File: src/rtl/purchase_driver_if.sv
// purchase_driver_if: coin queue, purchase control and vendor
// signals of the purchase driver, bundled by direction.
interface purchase_driver_if;
    logic       coin_valid;
    logic [1:0] coin_in;
    logic       coin_ready;
    logic       start;
    logic [1:0] sel_product;
    logic [1:0] product;
    logic [1:0] coin;
    logic       drop_coin;
    logic       finish_coin;
    logic       drop_product;
    logic       motor;
    logic [2:0] LED;
    logic       busy;
    logic       done;
    logic [1:0] status;
    logic [8:0] total_cents;

    modport slave (
        input  coin_valid, coin_in, start, sel_product, motor, LED,
        output coin_ready, product, coin, drop_coin, finish_coin,
        output drop_product, busy, done, status, total_cents
    );

    modport master (
        output coin_valid, coin_in, start, sel_product, motor, LED,
        input  coin_ready, product, coin, drop_coin, finish_coin,
        input  drop_product, busy, done, status, total_cents
    );
endinterface

File: src/rtl/purchase_driver.sv
// purchase_driver: queues coins, then pays them one by one into a
// vending machine and collects the product, reporting the outcome.
module purchase_driver (
    input  logic             clk,
    input  logic             reset,
    purchase_driver_if.slave bus
);
    typedef enum logic [2:0] {
        IDLE, SELECT, DROP, GAP, FINISH, WAIT, COLLECT, DONE
    } state_t;

    localparam logic [1:0] ST_OK    = 2'b00;
    localparam logic [1:0] ST_ERR   = 2'b01;
    localparam logic [1:0] ST_TMO   = 2'b10;
    localparam logic [1:0] ST_EMPTY = 2'b11;

    state_t     state_q;
    logic [1:0] fifo_q [4];
    logic [1:0] wr_q, rd_q;
    logic [2:0] cnt_q, cnt_d;
    logic [3:0] tmo_q;

    logic [1:0] product_q, coin_q, status_q;
    logic       drop_coin_q, finish_coin_q, drop_product_q;
    logic       busy_q, done_q;
    logic [8:0] total_q;

    logic       ready, push, pop;
    logic [1:0] head, head_nxt;

    function automatic logic [8:0] coin_val(input logic [1:0] c);
        unique case (c)
            2'b00: coin_val = 9'd10;
            2'b01: coin_val = 9'd25;
            2'b10: coin_val = 9'd50;
            2'b11: coin_val = 9'd100;
        endcase
    endfunction

    assign ready    = (cnt_q != 3'd4) && (state_q == IDLE);
    assign push     = bus.coin_valid && ready;
    assign pop      = (state_q == GAP);
    assign head     = fifo_q[rd_q];
    assign head_nxt = fifo_q[rd_q + 2'd1];

    // Occupancy: loads only happen in IDLE and pops only in GAP.
    always_comb begin
        cnt_d = cnt_q;
        if (push)
            cnt_d = cnt_q + 3'd1;
        else if (pop)
            cnt_d = cnt_q - 3'd1;
    end

    // Coin storage; the pointers make stale entries unreachable.
    always_ff @(posedge clk) begin
        if (push)
            fifo_q[wr_q] <= bus.coin_in;
    end

    // Queue pointers and occupancy count.
    always_ff @(posedge clk) begin
        if (!reset) begin
            wr_q  <= 2'd0;
            rd_q  <= 2'd0;
            cnt_q <= 3'd0;
        end else begin
            if (push)
                wr_q <= wr_q + 2'd1;
            if (pop)
                rd_q <= rd_q + 2'd1;
            cnt_q <= cnt_d;
        end
    end

    // Purchase sequencer with registered vendor and status outputs.
    always_ff @(posedge clk) begin
        if (!reset) begin
            state_q        <= IDLE;
            tmo_q          <= 4'd0;
            product_q      <= 2'd0;
            coin_q         <= 2'd0;
            drop_coin_q    <= 1'b0;
            finish_coin_q  <= 1'b0;
            drop_product_q <= 1'b0;
            busy_q         <= 1'b0;
            done_q         <= 1'b0;
            status_q       <= ST_OK;
            total_q        <= 9'd0;
        end else begin
            drop_coin_q    <= 1'b0;
            finish_coin_q  <= 1'b0;
            drop_product_q <= 1'b0;
            done_q         <= 1'b0;
            unique case (state_q)
                IDLE: begin
                    if (bus.start) begin
                        busy_q <= 1'b1;
                        if (cnt_q == 3'd0 && !push) begin
                            state_q  <= DONE;
                            status_q <= ST_EMPTY;
                            done_q   <= 1'b1;
                        end else begin
                            state_q   <= SELECT;
                            product_q <= bus.sel_product;
                            status_q  <= ST_OK;
                            total_q   <= 9'd0;
                        end
                    end
                end
                SELECT: begin
                    state_q     <= DROP;
                    coin_q      <= head;
                    drop_coin_q <= 1'b1;
                    total_q     <= total_q + coin_val(head);
                end
                DROP: state_q <= GAP;
                GAP: begin
                    if (cnt_q > 3'd1) begin
                        state_q     <= DROP;
                        coin_q      <= head_nxt;
                        drop_coin_q <= 1'b1;
                        total_q     <= total_q + coin_val(head_nxt);
                    end else begin
                        state_q       <= FINISH;
                        finish_coin_q <= 1'b1;
                    end
                end
                FINISH: begin
                    state_q <= WAIT;
                    tmo_q   <= 4'd0;
                end
                WAIT: begin
                    if (bus.motor) begin
                        state_q        <= COLLECT;
                        drop_product_q <= 1'b1;
                    end else if (bus.LED == 3'b111) begin
                        state_q  <= DONE;
                        status_q <= ST_ERR;
                        done_q   <= 1'b1;
                    end else if (tmo_q == 4'd15) begin
                        state_q  <= DONE;
                        status_q <= ST_TMO;
                        done_q   <= 1'b1;
                    end else begin
                        tmo_q <= tmo_q + 4'd1;
                    end
                end
                COLLECT: begin
                    state_q  <= DONE;
                    status_q <= ST_OK;
                    done_q   <= 1'b1;
                end
                DONE: begin
                    state_q   <= IDLE;
                    busy_q    <= 1'b0;
                    product_q <= 2'd0;
                    coin_q    <= 2'd0;
                end
                default: state_q <= IDLE;
            endcase
        end
    end

    assign bus.coin_ready   = ready;
    assign bus.product      = product_q;
    assign bus.coin         = coin_q;
    assign bus.drop_coin    = drop_coin_q;
    assign bus.finish_coin  = finish_coin_q;
    assign bus.drop_product = drop_product_q;
    assign bus.busy         = busy_q;
    assign bus.done         = done_q;
    assign bus.status       = status_q;
    assign bus.total_cents  = total_q;
endmodule

File: src/flat_wrapper.sv
// flat-port wrapper written by rule: the top's interface ports become plain ports
module purchase_driver_flat 
  (clk, reset, bus_coin_valid, bus_coin_in, bus_start, bus_sel_product, bus_motor, bus_LED, bus_coin_ready, bus_product, bus_coin, bus_drop_coin, bus_finish_coin, bus_drop_product, bus_busy, bus_done, bus_status, bus_total_cents);
  purchase_driver_if bus_i ();
  input  logic clk;
  input  logic reset;
  input wire logic [$bits(bus_i.coin_valid)-1:0] bus_coin_valid;
  input wire logic [$bits(bus_i.coin_in)-1:0] bus_coin_in;
  input wire logic [$bits(bus_i.start)-1:0] bus_start;
  input wire logic [$bits(bus_i.sel_product)-1:0] bus_sel_product;
  input wire logic [$bits(bus_i.motor)-1:0] bus_motor;
  input wire logic [$bits(bus_i.LED)-1:0] bus_LED;
  output wire logic [$bits(bus_i.coin_ready)-1:0] bus_coin_ready;
  output wire logic [$bits(bus_i.product)-1:0] bus_product;
  output wire logic [$bits(bus_i.coin)-1:0] bus_coin;
  output wire logic [$bits(bus_i.drop_coin)-1:0] bus_drop_coin;
  output wire logic [$bits(bus_i.finish_coin)-1:0] bus_finish_coin;
  output wire logic [$bits(bus_i.drop_product)-1:0] bus_drop_product;
  output wire logic [$bits(bus_i.busy)-1:0] bus_busy;
  output wire logic [$bits(bus_i.done)-1:0] bus_done;
  output wire logic [$bits(bus_i.status)-1:0] bus_status;
  output wire logic [$bits(bus_i.total_cents)-1:0] bus_total_cents;
  assign bus_i.coin_valid = bus_coin_valid;
  assign bus_i.coin_in = bus_coin_in;
  assign bus_i.start = bus_start;
  assign bus_i.sel_product = bus_sel_product;
  assign bus_i.motor = bus_motor;
  assign bus_i.LED = bus_LED;
  assign bus_coin_ready = bus_i.coin_ready;
  assign bus_product = bus_i.product;
  assign bus_coin = bus_i.coin;
  assign bus_drop_coin = bus_i.drop_coin;
  assign bus_finish_coin = bus_i.finish_coin;
  assign bus_drop_product = bus_i.drop_product;
  assign bus_busy = bus_i.busy;
  assign bus_done = bus_i.done;
  assign bus_status = bus_i.status;
  assign bus_total_cents = bus_i.total_cents;
  purchase_driver u_core (.clk(clk), .reset(reset), .bus(bus_i));
endmodule
File: config.mk
export PLATFORM = sky130hd
export DESIGN_NAME = purchase_driver_flat
export DESIGN_NICKNAME = d
export VERILOG_FILES = /design/src/rtl/purchase_driver_if.sv /design/src/rtl/purchase_driver.sv /design/src/flat_wrapper.sv
export SDC_FILE = /design/constraint.sdc
export NUM_CORES = 1
export LEC_CHECK = 0
export CAP_MARGIN = 20
export CORE_MARGIN = 5
export CORE_UTILIZATION = 55
export DETAILED_ROUTE_END_ITERATION = 8
export MAX_ROUTING_LAYER = met4
export PLACE_DENSITY = 0.85
export SLEW_MARGIN = 5
export SYNTH_ARGS = -nofsm -noshare
export SYNTH_HDL_FRONTEND = slang
export SYNTH_SLANG_ARGS = --single-unit
File: constraint.sdc
create_clock -name clk -period 3.7 [get_ports clk]
set_input_delay 0.555 -clock clk [delete_from_list [all_inputs] [get_ports clk]]
set_output_delay 0.555 -clock clk [all_outputs]
set_load 0.01 [all_outputs]
# After elaboration in Yosys (flattened, before gate mapping)
# Memory sizes are Yosys's and may differ from the RTL's. A register that Yosys moved wholly into a read port is not among the register bits.
# Cells that the tools add are included.
# word_totals
input_bits,12
register_bits,34
ram_bits,8
memories,1
# memory_table
name,depth,word_bits,read_ports,rd_clocked_by_memory_dff,write_ports,line_no,text
u_core.fifo_q,4,2,2,1,1,purchase_driver.sv:18,logic [1:0] fifo_q [4];
# classes
mux,51
n_eq_ne,24
add_sub_neg,7
n_reduce_logical,23
order_cmp,1
# op_table
op,n
2-to-1 mux 9 bit,8
case mux 9 bit (4 select lines),2
case mux 9 bit (3 select lines),1
2-to-1 mux 3 bit,8
case mux 3 bit (8 select lines),1
2-to-1 mux 2 bit,10
adder 9 bit,2
equality test 3 bit (second input constant),5
2-to-1 mux 4 bit,3
!= test 2 bit (second input constant),6
case mux 2 bit (3 select lines),2
AND reduction 4 bit,3
2-to-1 mux 1 bit,11
AND reduction 2 bit,5
nonzero test 3 bit,3
equality test 2 bit (second input constant),4
case mux 4 bit (2 select lines),1
equality test 3 x 2 -> 1 bit (second input constant),2
logical NOT 3 bit,2
nonzero test 2 bit,3
adder 2 x 1 -> 2 bit (second input constant),2
adder 4 x 1 -> 4 bit (second input constant),1
equality test 2 x 1 -> 1 bit (second input constant),2
equality test 4 bit (second input constant),1
14 further kinds,18

# Logic depth before layout (Yosys ltp)
# Gate-level depths: netlist of run 1.
# An unclocked memory read counts as a cell.
# logic_depth
word_depth,10
ltp_mapped,14
ltp_nobuf,13

# Least setup slack after synthesis of run 1
# No wires, ideal clock.
# synth_path
path_kind,register to register
from,register u_core.rd_q[1]
to,register u_core.total_q[8] (netlist: u_core.bus.total_cents[8])
arrival_ps,2594
synth_period_minus_slack_ps,2708
n_path_buf,0
setup_time_ps,114
path_slack_ps,992
path_stages_with_launch,14
cell_sequence,dfxtp_1 > mux4_2 > inv_1 > ha_1 > nand2_1 > nand2_1 > ha_1 > inv_1 > fa_1 > nor2b_1 > o21a_1 > o21ai_0 > a32o_1 > a21o_1
# synth_between
elab_chain_len,10
word_cells_on_any_way,13
classes_between,add/sub (2); eq/ne (3); mux (6); reduce/logical (1); memory (1)
# synth_lines
item,line_no,text
"start, declared",purchase_driver.sv:19,"logic [1:0] wr_q, rd_q;"
"start signal, assigned",purchase_driver.sv:71,rd_q <= rd_q + 2'd1;
adder 2 x 1 -> 2 bit *,purchase_driver.sv:44,assign head_nxt = fifo_q[rd_q + 2'd1];
memory read (4 x 2 bit) *,--,
"equality test 2 bit, or another cell as far along",purchase_driver.sv:32,unique case (c)
case mux 9 bit (4 select lines) *,purchase_driver.sv:32,
2-to-1 mux 9 bit *,purchase_driver.sv:119,if (cnt_q > 3'd1) begin
2-to-1 mux 9 bit *,purchase_driver.sv:95,unique case (state_q)
2-to-1 mux 9 bit *,purchase_driver.sv:78,if (!reset) begin
adder 9 bit *,purchase_driver.sv:123,total_q <= total_q + coin_val(head_nxt);
2-to-1 mux 9 bit *,purchase_driver.sv:119,
case mux 9 bit (3 select lines) *,purchase_driver.sv:95,
"end signal, assigned",purchase_driver.sv:115,total_q <= total_q + coin_val(head);
"end signal, assigned",purchase_driver.sv:123,
"end, declared",purchase_driver.sv:26,logic [8:0] total_q;
# Every way passes the cells marked *; elsewhere a longest branch is shown, timed or not. The select of a mux whose other input is x is not followed.
# A chain may end at the register's enable or synchronous reset.

# Worst setup path in the final report of run 1
# Same ends and word-level chain as after synthesis.

==> results.tsv, run 1 <==
stage	metric	value	unit
floorplan	die height	79.6	um
floorplan	die area	6340	um2
setup_path	critical path class	reg -> reg	
cts	CTS tree	done	
detailed_routing	1st-iter DRT viols	222	
timing	Final Setup Violations	0	
timing	Max Fclk	0.333	GHz
logic_synthesis	library cells used by synthesis	58	
floorplan	Die X	79.6	um
timing	clock skew	0.00928	ns
power	P_leak	1.25	nW
cells_and_area	ANT cells	0	
cells_and_area	fin util	66.9	%
power	Power Total	0.00216	W
logic_synthesis	syn avg cell area	8.95	um2
timing	unrepaired setup endpoints after global routing	false	
job	Max-cap violations	0	
cells_and_area	share of cells above drive strength 1	7.90	%
cells_and_area	post-route cell area	3160	um2
setup_path	crit end category	flop	
power	peak supply drop	0.310	mV
status	outcome	completed	
logic_synthesis	synth top area cells	dfxtp_1, ha_1, edfxtp_1	
place	placed wire-length estimate	4460	um
cts	Clock Sinks	44	
setup_path	Arr. time, crit path	3.20	ns
global_routing	GRT overflow	0	
logic_synthesis	Mapped Cells	298	
logic_synthesis	sequential area share after synthesis	36.0	%
logic_synthesis	cell taking the most area after synthesis	dfxtp_1	
cts	postcts setup bufs	0	
place	placed inst area	3030	um2
global_routing	GR Util All Layers	20.9	%
logic_synthesis	async set-reset flop share out of synthesis	0	%
detailed_routing	Residual DRC	0	
logic_synthesis	Synth top area share	27.0	%
timing	Final Hold Viols	0	
place	PortBufs	32	
cells_and_area	Sequential Area	961	um2
setup_path	startpoint types	flop	
global_routing	first-pass GRT wire length	10200	um
cells_and_area	Filler cells	383	
logic_synthesis	Mapped Area	2670	um2
timing	Final Max Tran Viols	0	
floorplan	Row Count	25	
detailed_routing	drt via density	5.76	
timing	Final min period	3.01	ns
detailed_routing	DR pass1 iterations	4	
cts	CTS Hold Bufs	0	
global_routing	largest net degree at the start of global routing	22	
timing	Max transition margin	48.6	%
timing	crit share post-route	81.2	%
floorplan	Top Ports	33	
floorplan	Initial Utilization	56.5	%
cts	clock slew at reported path FFs	0.08	ns
timing	Slew @ Worst Pin	0.770	ns
cts	CTS resizes	0	
place	pre-CTS WS	0.734	ns
logic_synthesis	synth warn	0	
cells_and_area	commonest non-fill, non-tap cells in the layout	nand2_1, dfxtp_1, clkdlybuf4s50_1	
floorplan	core area	4720	um2
logic_synthesis	Main synth FF type	dfxtp_1	
global_routing	number of global-route vias before repair	2342	
logic_synthesis	Post-synth EDFFs	8	
logic_synthesis	Syn Nets	336	
detailed_routing	Antenna Violating Nets Remaining	0	
cts	worst skew pair latency	0.30	ns
global_routing	initial antenna violation count	0	
detailed_routing	post-DR wirelength/cell	15.3	um
cells_and_area	footprint of the multi-input gates	1570	um2
cts	CTS buffer count	5	
timing	setup ws final	0.694	ns
place	routability congestion estimate	0.919	
cts	CTS Buffer Depth	2	
worst_hold_path	HP Class	reg -> reg	
setup_path	Critical Path Fanout Max	4	
detailed_routing	vias	2280	
cells_and_area	Area Overhead vs Synth	18.5	%
setup_path	WP data required	3.89	ns
detailed_routing	final WL	6050	um
timing	Final TNS setup	0	ns
cts	H-tree Lvls	2	
cts	CTS root buffer	clkbuf_8	
cells_and_area	nets@finish	366	
logic_synthesis	synthesized flop and latch total	44	
power	PwrDens	684	nW/um2
## area by class of cell
cell class / count / area share (%)
timing repair buffer: 35 / 10.9
tap: 67 / 2.65
sequential: 44 / 30.4
clock buffer: 7 / 3.09
clock inverter: 1 / 0.950
inverter: 21 / 2.50
multi-input combinational: 221 / 49.5
## report_power, final
part | switching, W | leakage, nW | internal (W) | total (W)
Combinational | 0.000632 | 0.820 | 0.000461 | 0.00109
Clock | 0.000163 | 0.0636 | 0.000243 | 0.000406
Sequential | 0.0000759 | 0.366 | 0.000586 | 0.000662
## sequential cells by signal, indices dropped and copies added, names as in the netlist, named ones only
signal / count
u_core.rd_q: 2
u_core.tmo_q: 4
u_core.bus.product: 2
u_core.bus.busy: 1
u_core.bus.status: 2
u_core.state_q: 3
u_core.bus.total_cents: 9
u_core.bus.coin: 2
u_core.bus.finish_coin: 1
u_core.bus.done: 1
u_core.cnt_q: 3
u_core.wr_q: 2
u_core.fifo_q: 8
u_core.bus.drop_product: 1
u_core.bus.drop_coin: 1
## cell usage after synthesis (3+ instances only)
| cell type | n |
|---|---|
| a21o_1 | 3 |
| a21oi_1 | 23 |
| a22oi_1 | 6 |
| a31oi_1 | 6 |
| and3_1 | 4 |
| buf_2 | 4 |
| clkbuf_1 | 5 |
| dfxtp_1 | 36 |
| edfxtp_1 | 8 |
| ha_1 | 25 |
| inv_1 | 21 |
| mux4_2 | 4 |
| nand2_1 | 36 |
| nand2b_1 | 3 |
| nand3_1 | 13 |
| nor2_1 | 24 |
| nor2b_1 | 3 |
| nor3_1 | 8 |
| o21ai_0 | 12 |
| o21bai_1 | 3 |
| or3_1 | 3 |
| xnor2_1 | 4 |
| xor2_1 | 4 |
## worst max-delay path, cell delays in order, from the launching register on
cell     delay, ns
dfxtp_1       0.43
mux4_2        0.59
inv_1         0.10
ha_1          0.16
nand2_1       0.05
nand2_1       0.07
ha_1          0.17
inv_1         0.06
fa_1          0.40
nor2b_1       0.14
o21a_1        0.17
o21ai_0       0.12
a32o_1        0.28
a21o_1        0.17
## metrics by stage
step / hold WS, ns / std cells
final: 0.462 / 396
after global routing: 0.489 / 396
after floorplan: 0.469 / 298
after CTS: 0.465 / 396
after detailed placement: 0.454 / 388
after global placement: 0.451 / 388
## cells by family after synthesis
family                     count (synthesis)  synth area share [%]
muxes                                      5                  3.80
xor gates and xnor gates                   8                  2.63
and+or+nand+nor                          108                  19.6
buffers and inverters                     33                  5.26
DFF                                       44                  36.0
adders and majority gates                 26                  12.5
AOI/OAI and AO/OA                         74                  20.2
## worst paths after layout
path | start | endpoint | slack [ns] | cells past startpoint
hold reg to reg | u_core.bus.product[1]$_SDFFE_PN0P_ | u_core.bus.product[1]$_SDFFE_PN0P_ | 0.46 | 2
hold / removal | u_core.bus.product[1]$_SDFFE_PN0P_ | u_core.bus.product[1]$_SDFFE_PN0P_ | 0.46 | 2
setup / recovery | u_core.rd_q[1]$_SDFFE_PN0P_ | u_core.bus.total_cents[8]$_SDFFE_PN0P_ | 0.69 | 13
setup reg to reg | u_core.rd_q[1]$_SDFFE_PN0P_ | u_core.bus.total_cents[8]$_SDFFE_PN0P_ | 0.69 | 13
## layer usage
layer / track usage, % / wire [um] / up-vias
met5: - / 0 / -
met4: 10.5 / 178 / 0
met3: 3.72 / 365 / 20
met2: 35.8 / 2990 / 87
met1: 23.2 / 2510 / 1048
li1: - / - / 1125
Power figures use the tool's default switching activity.
==> run 2, diff against run 1 <==
Settings changed: CORE_UTILIZATION 55 to 50, PLACE_DENSITY 0.85 to 0.82.
Clock period 3.7 ns to 2.45 ns, I/O delays scaled along.
==> run 2 against run 1 <==
Effect of this change: the run now ends with setup timing left; highest routed layer unchanged; final area up 14%; critical path depth is the same; cell count rose by 10%; worst setup slack got worse by 1.0 ns.
==> results.tsv, run 2 (same netlist as run 1, synthesis figures left out) <==
stage	metric	value	unit	change
status	outcome	finished, violations left		was completed
status	failing checks	setup timing		
timing	Final Hold Viols	0		unchanged
cells_and_area	footprint of the multi-input gates	1730	um2	was 1570 um2
floorplan	Top Ports	33		unchanged
cts	Clock Sinks	44		unchanged
setup_path	critical path class	reg -> reg		unchanged
job	Max-cap violations	0		unchanged
setup_path	WP data required	2.65	ns	was 3.89 ns
place	PortBufs	32		unchanged
place	pre-CTS WS	-0.336	ns	was 0.734 ns
timing	Slew @ Worst Pin	0.568	ns	was 0.770 ns
power	Clk pwr share	15.1	%	was 18.8%
detailed_routing	final WL	6990	um	was 6050 um
worst_hold_path	WHS Endpoint	u_core.bus.product[0]$_SDFFE_PN0P_		was u_core.bus.product[1]$_SDFFE_PN0P_
detailed_routing	1st-iter DRT viols	187		was 222
floorplan	Initial Utilization	51.9	%	was 56.5%
cells_and_area	nets@finish	404		was 366
worst_hold_path	HP Class	reg -> reg		unchanged
cts	H-tree Lvls	2		unchanged
power	P_leak	1.43	nW	was 1.25 nW
cells_and_area	Filler cells	400		was 383
cts	worst skew pair latency	0.30	ns	about the same
power	Sw Share	40.8	%	was 40.3%
timing	clock skew	0.00936	ns	was 0.00928 ns
setup_path	CP max-delay cell	mux4_2		unchanged
detailed_routing	vias	2501		was 2280
cts	CTS Hold Bufs	0		unchanged
setup_path	startpoint types	flop		unchanged
setup_path	crit end category	flop		unchanged
setup_path	Worst R2R End	u_core.bus.total_cents[8]$_SDFFE_PN0P_		unchanged
cells_and_area	max reg flops	9		unchanged
global_routing	number of global-route vias before repair	2384		was 2342
detailed_routing	drt via density	5.72		was 5.76
setup_path	Worst Reg-to-Reg Cells	13		unchanged
timing	crit share post-route	113	%	was 81.2%
global_routing	first-pass GRT wire length	11100	um	was 10200 um
timing	Final Max Tran Viols	0		unchanged
global_routing	largest net degree at the start of global routing	20		was 22
setup_path	Arr. time, crit path	2.96	ns	was 3.20 ns
place	placed wire-length estimate	4860	um	was 4460 um
setup_path	max incr delay on CP	0.56	ns	was 0.59 ns
timing	unrepaired setup endpoints after global routing	true		was false
worst_hold_path	hold_sp	u_core.bus.product[0]$_SDFFE_PN0P_		was u_core.bus.product[1]$_SDFFE_PN0P_
place	placed inst area	3290	um2	was 3030 um2
cells_and_area	ANT cells	0		unchanged
cells_and_area	share of cells above drive strength 1	28.1	%	was 7.90%
global_routing	GR Util All Layers	20.0	%	was 20.9%
cells_and_area	Sequential Area	965	um2	was 961 um2
cts	CTS root buffer	clkbuf_8		unchanged
floorplan	Row Count	26		was 25
global_routing	initial antenna violation count	0		unchanged
power	Power Total	0.00376	W	was 0.00216 W
power	logic gate share of total power	58.2	%	was 50.6%
setup_path	RR Startpoint	u_core.fifo_q[0][0]$_DFFE_PP_		was u_core.rd_q[1]$_SDFFE_PN0P_
floorplan	die area	6890	um2	was 6340 um2
floorplan	Die X	83.0	um	was 79.6 um
power	PwrDens	1040	nW/um2	was 684 nW/um2
power	sequential share of power	26.6	%	was 30.6%
power	peak supply drop	0.568	mV	was 0.310 mV
global_routing	GRT overflow	0		unchanged
cts	CTS tree	done		unchanged
detailed_routing	Residual DRC	0		unchanged
floorplan	core area	5140	um2	was 4720 um2
timing	Final min period	2.76	ns	was 3.01 ns
setup_path	Critical Path Fanout Max	5		was 4
setup_path	CP cell instances	mux4_2 -> inv_2 -> buf_4 -> ha_1 -> nor3_2 -> nor2_1 -> ha_1 -> buf_4 -> a21oi_1 -> nor2_1 -> a21oi_2 -> a211oi_1 -> a21o_1		was mux4_2 -> inv_1 -> ha_1 -> nand2_1 -> nand2_1 -> ha_1 -> inv_1 -> fa_1 -> nor2b_1 -> o21a_1 -> o21ai_0 -> a32o_1 -> a21o_1
cells_and_area	post-route cell area	3610	um2	was 3160 um2
timing	Max transition margin	62.1	%	was 48.6%
power	P_int	0.00223	W	was 0.00129 W
cts	clock slew at reported path FFs	0.08	ns	about the same
detailed_routing	post-DR wirelength/cell	16.0	um	was 15.3 um
cells_and_area	commonest non-fill, non-tap cells in the layout	buf_4, dfxtp_1, clkdlybuf4s50_1		was nand2_1, dfxtp_1, clkdlybuf4s50_1
timing	final hold slack	0.467	ns	was 0.462 ns
place	routability congestion estimate	0.898		was 0.919
timing	Max Fclk	0.363	GHz	was 0.333 GHz
worst_hold_path	hold depth	2		unchanged
cts	CTS buffer count	5		unchanged
cells_and_area	Area Overhead vs Synth	35.3	%	was 18.5%
timing	setup ws final	-0.307	ns	was 0.694 ns
floorplan	die height	83.0	um	was 79.6 um
cts	CTS Buffer Depth	2		unchanged
setup_path	setup slack, reg-to-reg	-0.31	ns	was 0.69 ns
detailed_routing	Antenna Violating Nets Remaining	0		unchanged
power	Psw	0.00154	W	was 0.000871 W
detailed_routing	DR pass1 iterations	4		unchanged
timing	Final Setup Violations	8		was 0
cells_and_area	commonest non-fill, non-tap cell in the layout	buf_4		
## run 2: cell count changes in the layout (fill, tap and decap cells not counted), sizes merged
cell           previous run  this run
clkbuf                    7         6
clkinv                    0         1
clkdlybuf4s50            32        31
dlygate4sd2               0         1
buf                       3        41
## run 2: area by class of cell
| cell class | count | area share (%) |
|---|---|---|
| clock buffer | 6 | 2.01 |
| multi-input combinational | 221 | 47.9 |
| sequential | 44 | 26.7 |
| timing repair buffer | 73 | 17.8 |
| clock inverter | 2 | 0.971 |
| inverter | 21 | 2.18 |
| tap | 70 | 2.43 |
## run 2: worst max-delay path by stage
stage	startpoint	endpoint	slack, ns	depth (start not counted)
finish	u_core.fifo_q[0][0]$_DFFE_PP_	u_core.bus.total_cents[8]$_SDFFE_PN0P_	-0.31	13
global route	u_core.fifo_q[0][0]$_DFFE_PP_	u_core.bus.total_cents[7]$_SDFFE_PN0P_	-0.48	10
CTS	u_core.fifo_q[0][1]$_DFFE_PP_	u_core.bus.total_cents[7]$_SDFFE_PN0P_	-0.29	12
detailed placement	u_core.fifo_q[2][0]$_DFFE_PP_	u_core.bus.total_cents[7]$_SDFFE_PN0P_	-0.34	11
global placement	u_core.fifo_q[3][1]$_DFFE_PP_	u_core.bus.total_cents[8]$_SDFFE_PN0P_	-0.24	13
floorplan	u_core.rd_q[1]$_SDFFE_PN0P_	u_core.bus.total_cents[8]$_SDFFE_PN0P_	-0.14	13
## run 2: critical path: cells and delay by family (launching register included)
kind / cells / cell delay (ns)
muxes: 1 / 0.56
AOI/OAI and AO/OA: 4 / 0.56
adders and majority gates: 2 / 0.44
buffers and inverters: 3 / 0.41
DFF: 1 / 0.40
and+or+nand+nor: 3 / 0.30
## run 2: per-stage QoR
| step | TNS (ns) | utilization (%) | instances |
|---|---|---|---|
| after floorplan | -0.361 | - | 298 |
| after global placement | -0.869 | 64.0 | 419 |
| after detailed placement | -1.36 | 64.0 | 419 |
| after CTS | -1.46 | 67.9 | 434 |
| after global routing | -2.80 | 70.2 | 437 |
| final | -1.71 | 70.2 | 437 |
## run 2: routing by layer
layer	routed length [um]	global-route usage (%)
met1	2750	21.9
met2	3720	35.5
met3	329	3.37
met4	194	8.47
met5	0	-
## run 2: what timing repair did
| action | in CTS | in global routing |
|---|---|---|
| pin swaps | 24 | 10 |
| cloned | 0 | 0 |
| hold endpoints to repair | 0 | 0 |
| resized for setup | 12 | 23 |
| setup buffers | 7 | 3 |
| endpoints found under the setup margin | 8 | 8 |
## run 2: power by group through the flow
stage | clock network [W] | logic (W) | registers (W)
6_report | 0.000570 | 0.00219 | 0.00100
5_1_grt | 0.000595 | 0.00240 | 0.00102
4_1_cts | 0.000570 | 0.00200 | 0.000999
3_5_place_dp | 0 | 0.00187 | 0.00101
3_3_place_gp | 0 | 0.00181 | 0.00101
2_1_floorplan | 0 | 0.00117 | 0.00103
==> run 3, diff against run 2 <==
Settings changed: CTS_CLUSTER_SIZE from default to 28, SETUP_SLACK_MARGIN from default to 0.5.
==> run 3 against run 2 <==
Effect of this change: sequential share of layout area decreased by 0.095 points; the flow still finishes with violations (setup timing); critical path depth did not move; utilization increased by 0.71 points; combinational power hardly changed; highest routed layer unchanged; critical endpoint unchanged; register-to-register slack better by 0.05 ns.
==> results.tsv, run 3 (same netlist as run 1, synthesis figures left out) <==
stage	metric	value	unit	change
floorplan	core area	5140	um2	unchanged
power	logic gate share of total power	58.4	%	was 58.2%
power	P_int	0.00224	W	was 0.00223 W
status	outcome	finished, violations left		unchanged
cts	CTS root buffer	clkbuf_8		unchanged
cts	H-tree Lvls	2		unchanged
cells_and_area	nets@finish	409		was 404
place	placed wire-length estimate	5240	um	was 4860 um
place	routability congestion estimate	0.878		was 0.898
floorplan	Initial Utilization	51.9	%	unchanged
setup_path	WP data required	2.66	ns	was 2.65 ns
cells_and_area	max reg flops	9		unchanged
floorplan	Top Ports	33		unchanged
power	Psw	0.00152	W	was 0.00154 W
setup_path	Critical Path Fanout Max	4		was 5
setup_path	critical path class	reg -> reg		unchanged
cts	CTS tree	done		unchanged
cells_and_area	share of cells above drive strength 1	30.1	%	was 28.1%
global_routing	largest net degree at the start of global routing	20		unchanged
detailed_routing	Antenna Violating Nets Remaining	0		unchanged
setup_path	Arr. time, crit path	2.91	ns	was 2.96 ns
global_routing	Global Route met1 Usage	24.2	%	was 21.9%
timing	unrepaired setup endpoints after global routing	true		unchanged
detailed_routing	final WL	7090	um	was 6990 um
global_routing	GR peak layer	met2		unchanged
power	sequential share of power	27.1	%	was 26.6%
timing	setup ws final	-0.258	ns	was -0.307 ns
global_routing	met3 Track Usage GR	3.27	%	was 3.37%
cts	CTS Buffer Depth	2		unchanged
cts	CTS Hold Bufs	0		unchanged
global_routing	GR Util All Layers	20.5	%	was 20.0%
floorplan	die area	6890	um2	unchanged
setup_path	startpoint types	flop		unchanged
cts	Clock Sinks	44		unchanged
timing	Final min period	2.71	ns	was 2.76 ns
timing	crit share post-route	111	%	was 113%
cts	worst skew pair latency	0.30	ns	about the same
floorplan	die height	83.0	um	unchanged
global_routing	GRT overflow	0		unchanged
detailed_routing	drt via density	5.52		was 5.72
global_routing	first-pass GRT wire length	11400	um	was 11100 um
job	Max-cap violations	0		unchanged
power	PwrDens	1030	nW/um2	was 1040 nW/um2
global_routing	number of global-route vias before repair	2418		was 2384
timing	Slew @ Worst Pin	0.426	ns	was 0.568 ns
power	peak supply drop	0.781	mV	was 0.568 mV
status	failing checks	setup timing		unchanged
timing	Max transition margin	71.3	%	was 62.1%
floorplan	Row Count	26		unchanged
worst_hold_path	HP Class	reg -> reg		unchanged
floorplan	Die X	83.0	um	unchanged
timing	final hold slack	0.475	ns	was 0.467 ns
cells_and_area	Layout Cells excl Fill	442		was 437
setup_path	crit end category	flop		unchanged
place	placed insts	425		was 419
timing	clock skew	0.0102	ns	was 0.00936 ns
detailed_routing	Residual DRC	0		unchanged
timing	Final Max Tran Viols	0		unchanged
detailed_routing	1st-iter DRT viols	214		was 187
detailed_routing	DR pass1 iterations	4		unchanged
cells_and_area	post-route cell area	3640	um2	was 3610 um2
cells_and_area	Area Overhead vs Synth	36.7	%	was 35.3%
cts	clock slew at reported path FFs	0.09	ns	was 0.08 ns
timing	Max Fclk	0.369	GHz	was 0.363 GHz
global_routing	grt met2 use	36.5	%	was 35.5%
timing	Final Setup Violations	8		unchanged
place	PortBufs	32		unchanged
global_routing	initial antenna violation count	0		unchanged
power	Sw Share	40.4	%	was 40.8%
cells_and_area	commonest non-fill, non-tap cells in the layout	buf_4, clkdlybuf4s50_1, nand2_1, dfxtp_1, nor2_1		was buf_4, dfxtp_1, clkdlybuf4s50_1
cells_and_area	ANT cells	0		unchanged
cts	CTS buffer count	5		unchanged
timing	Final Hold Viols	0		unchanged
detailed_routing	vias	2440		was 2501
power	P_leak	1.47	nW	was 1.43 nW
place	placed inst area	3340	um2	was 3290 um2
power	Power Total	0.00376	W	about the same
power	Clk pwr share	14.5	%	was 15.1%
detailed_routing	post-DR wirelength/cell	16.0	um	about the same
cells_and_area	commonest non-fill, non-tap cell in the layout	buf_4		unchanged
## run 3: worst paths after layout
path                                            from  slack [ns]                                     end  cells past startpoint
setup / recovery       u_core.fifo_q[2][1]$_DFFE_PP_       -0.26  u_core.bus.total_cents[8]$_SDFFE_PN0P_                     13
setup reg to reg       u_core.fifo_q[2][1]$_DFFE_PP_       -0.26  u_core.bus.total_cents[8]$_SDFFE_PN0P_                     13
hold / removal    u_core.bus.product[0]$_SDFFE_PN0P_        0.48      u_core.bus.product[0]$_SDFFE_PN0P_                      2
hold reg to reg   u_core.bus.product[0]$_SDFFE_PN0P_        0.48      u_core.bus.product[0]$_SDFFE_PN0P_                      2
## run 3: final cells by class
type,count,area [um2]
inverters,21,78.8
fillers,408,1500
clock inverters,1,8.76
well taps,70,87.6
multi-input cells,221,1730
repair buffers,78,664
clock buffers,7,108
flip-flops and latches,44,971
## run 3: repair_timing
| item | CTS | global route |
|---|---|---|
| gates resized for setup | 28 | 13 |
| setup endpoints to repair | 13 | 17 |
| pin swaps | 9 | 3 |
| endpoints found under the hold margin | 0 | 0 |
| buffers inserted | 6 | 3 |
## run 3: power groups by stage
stage	registers [W]	clock network [W]	logic, W
CTS	0.00101	0.000553	0.00206
floorplan	0.00103	0	0.00117
finish	0.00102	0.000545	0.00219
detailed placement	0.00102	0	0.00193
global placement	0.00101	0	0.00187
global route	0.00103	0.000579	0.00240
## run 3: layer usage
| layer | wire [um] | share of wire (%) |
|---|---|---|
| met2 | 3820 | 54 |
| met3 | 214 | 3.0 |
| met5 | 0 | 0 |
| met4 | 102 | 1.4 |
| met1 | 2950 | 42 |
## run 3: through the flow
| stage | utilization (%) | setup slack [ns] | TNS, ns |
|---|---|---|---|
| finish | 70.9 | -0.258 | -1.21 |
| global route | 70.9 | -0.410 | -2.14 |
| CTS | 69.6 | -0.250 | -1.04 |
| detailed placement | 65.0 | -0.312 | -1.44 |
| global placement | 65.0 | -0.296 | -1.17 |
| floorplan | - | -0.138 | -0.348 |
## run 3: critical path, cell delays in order (launching register included)
cell and delay [ns]:
edfxtp_1 0.41, mux4_2 0.55, inv_2 0.11, ha_4 0.13, nand2_2 0.04, nand2_2 0.09
ha_4 0.13, inv_2 0.04, fa_2 0.33, nor2b_1 0.12, o21a_1 0.16, o21ai_1 0.09
a32o_1 0.25, a21o_1 0.17
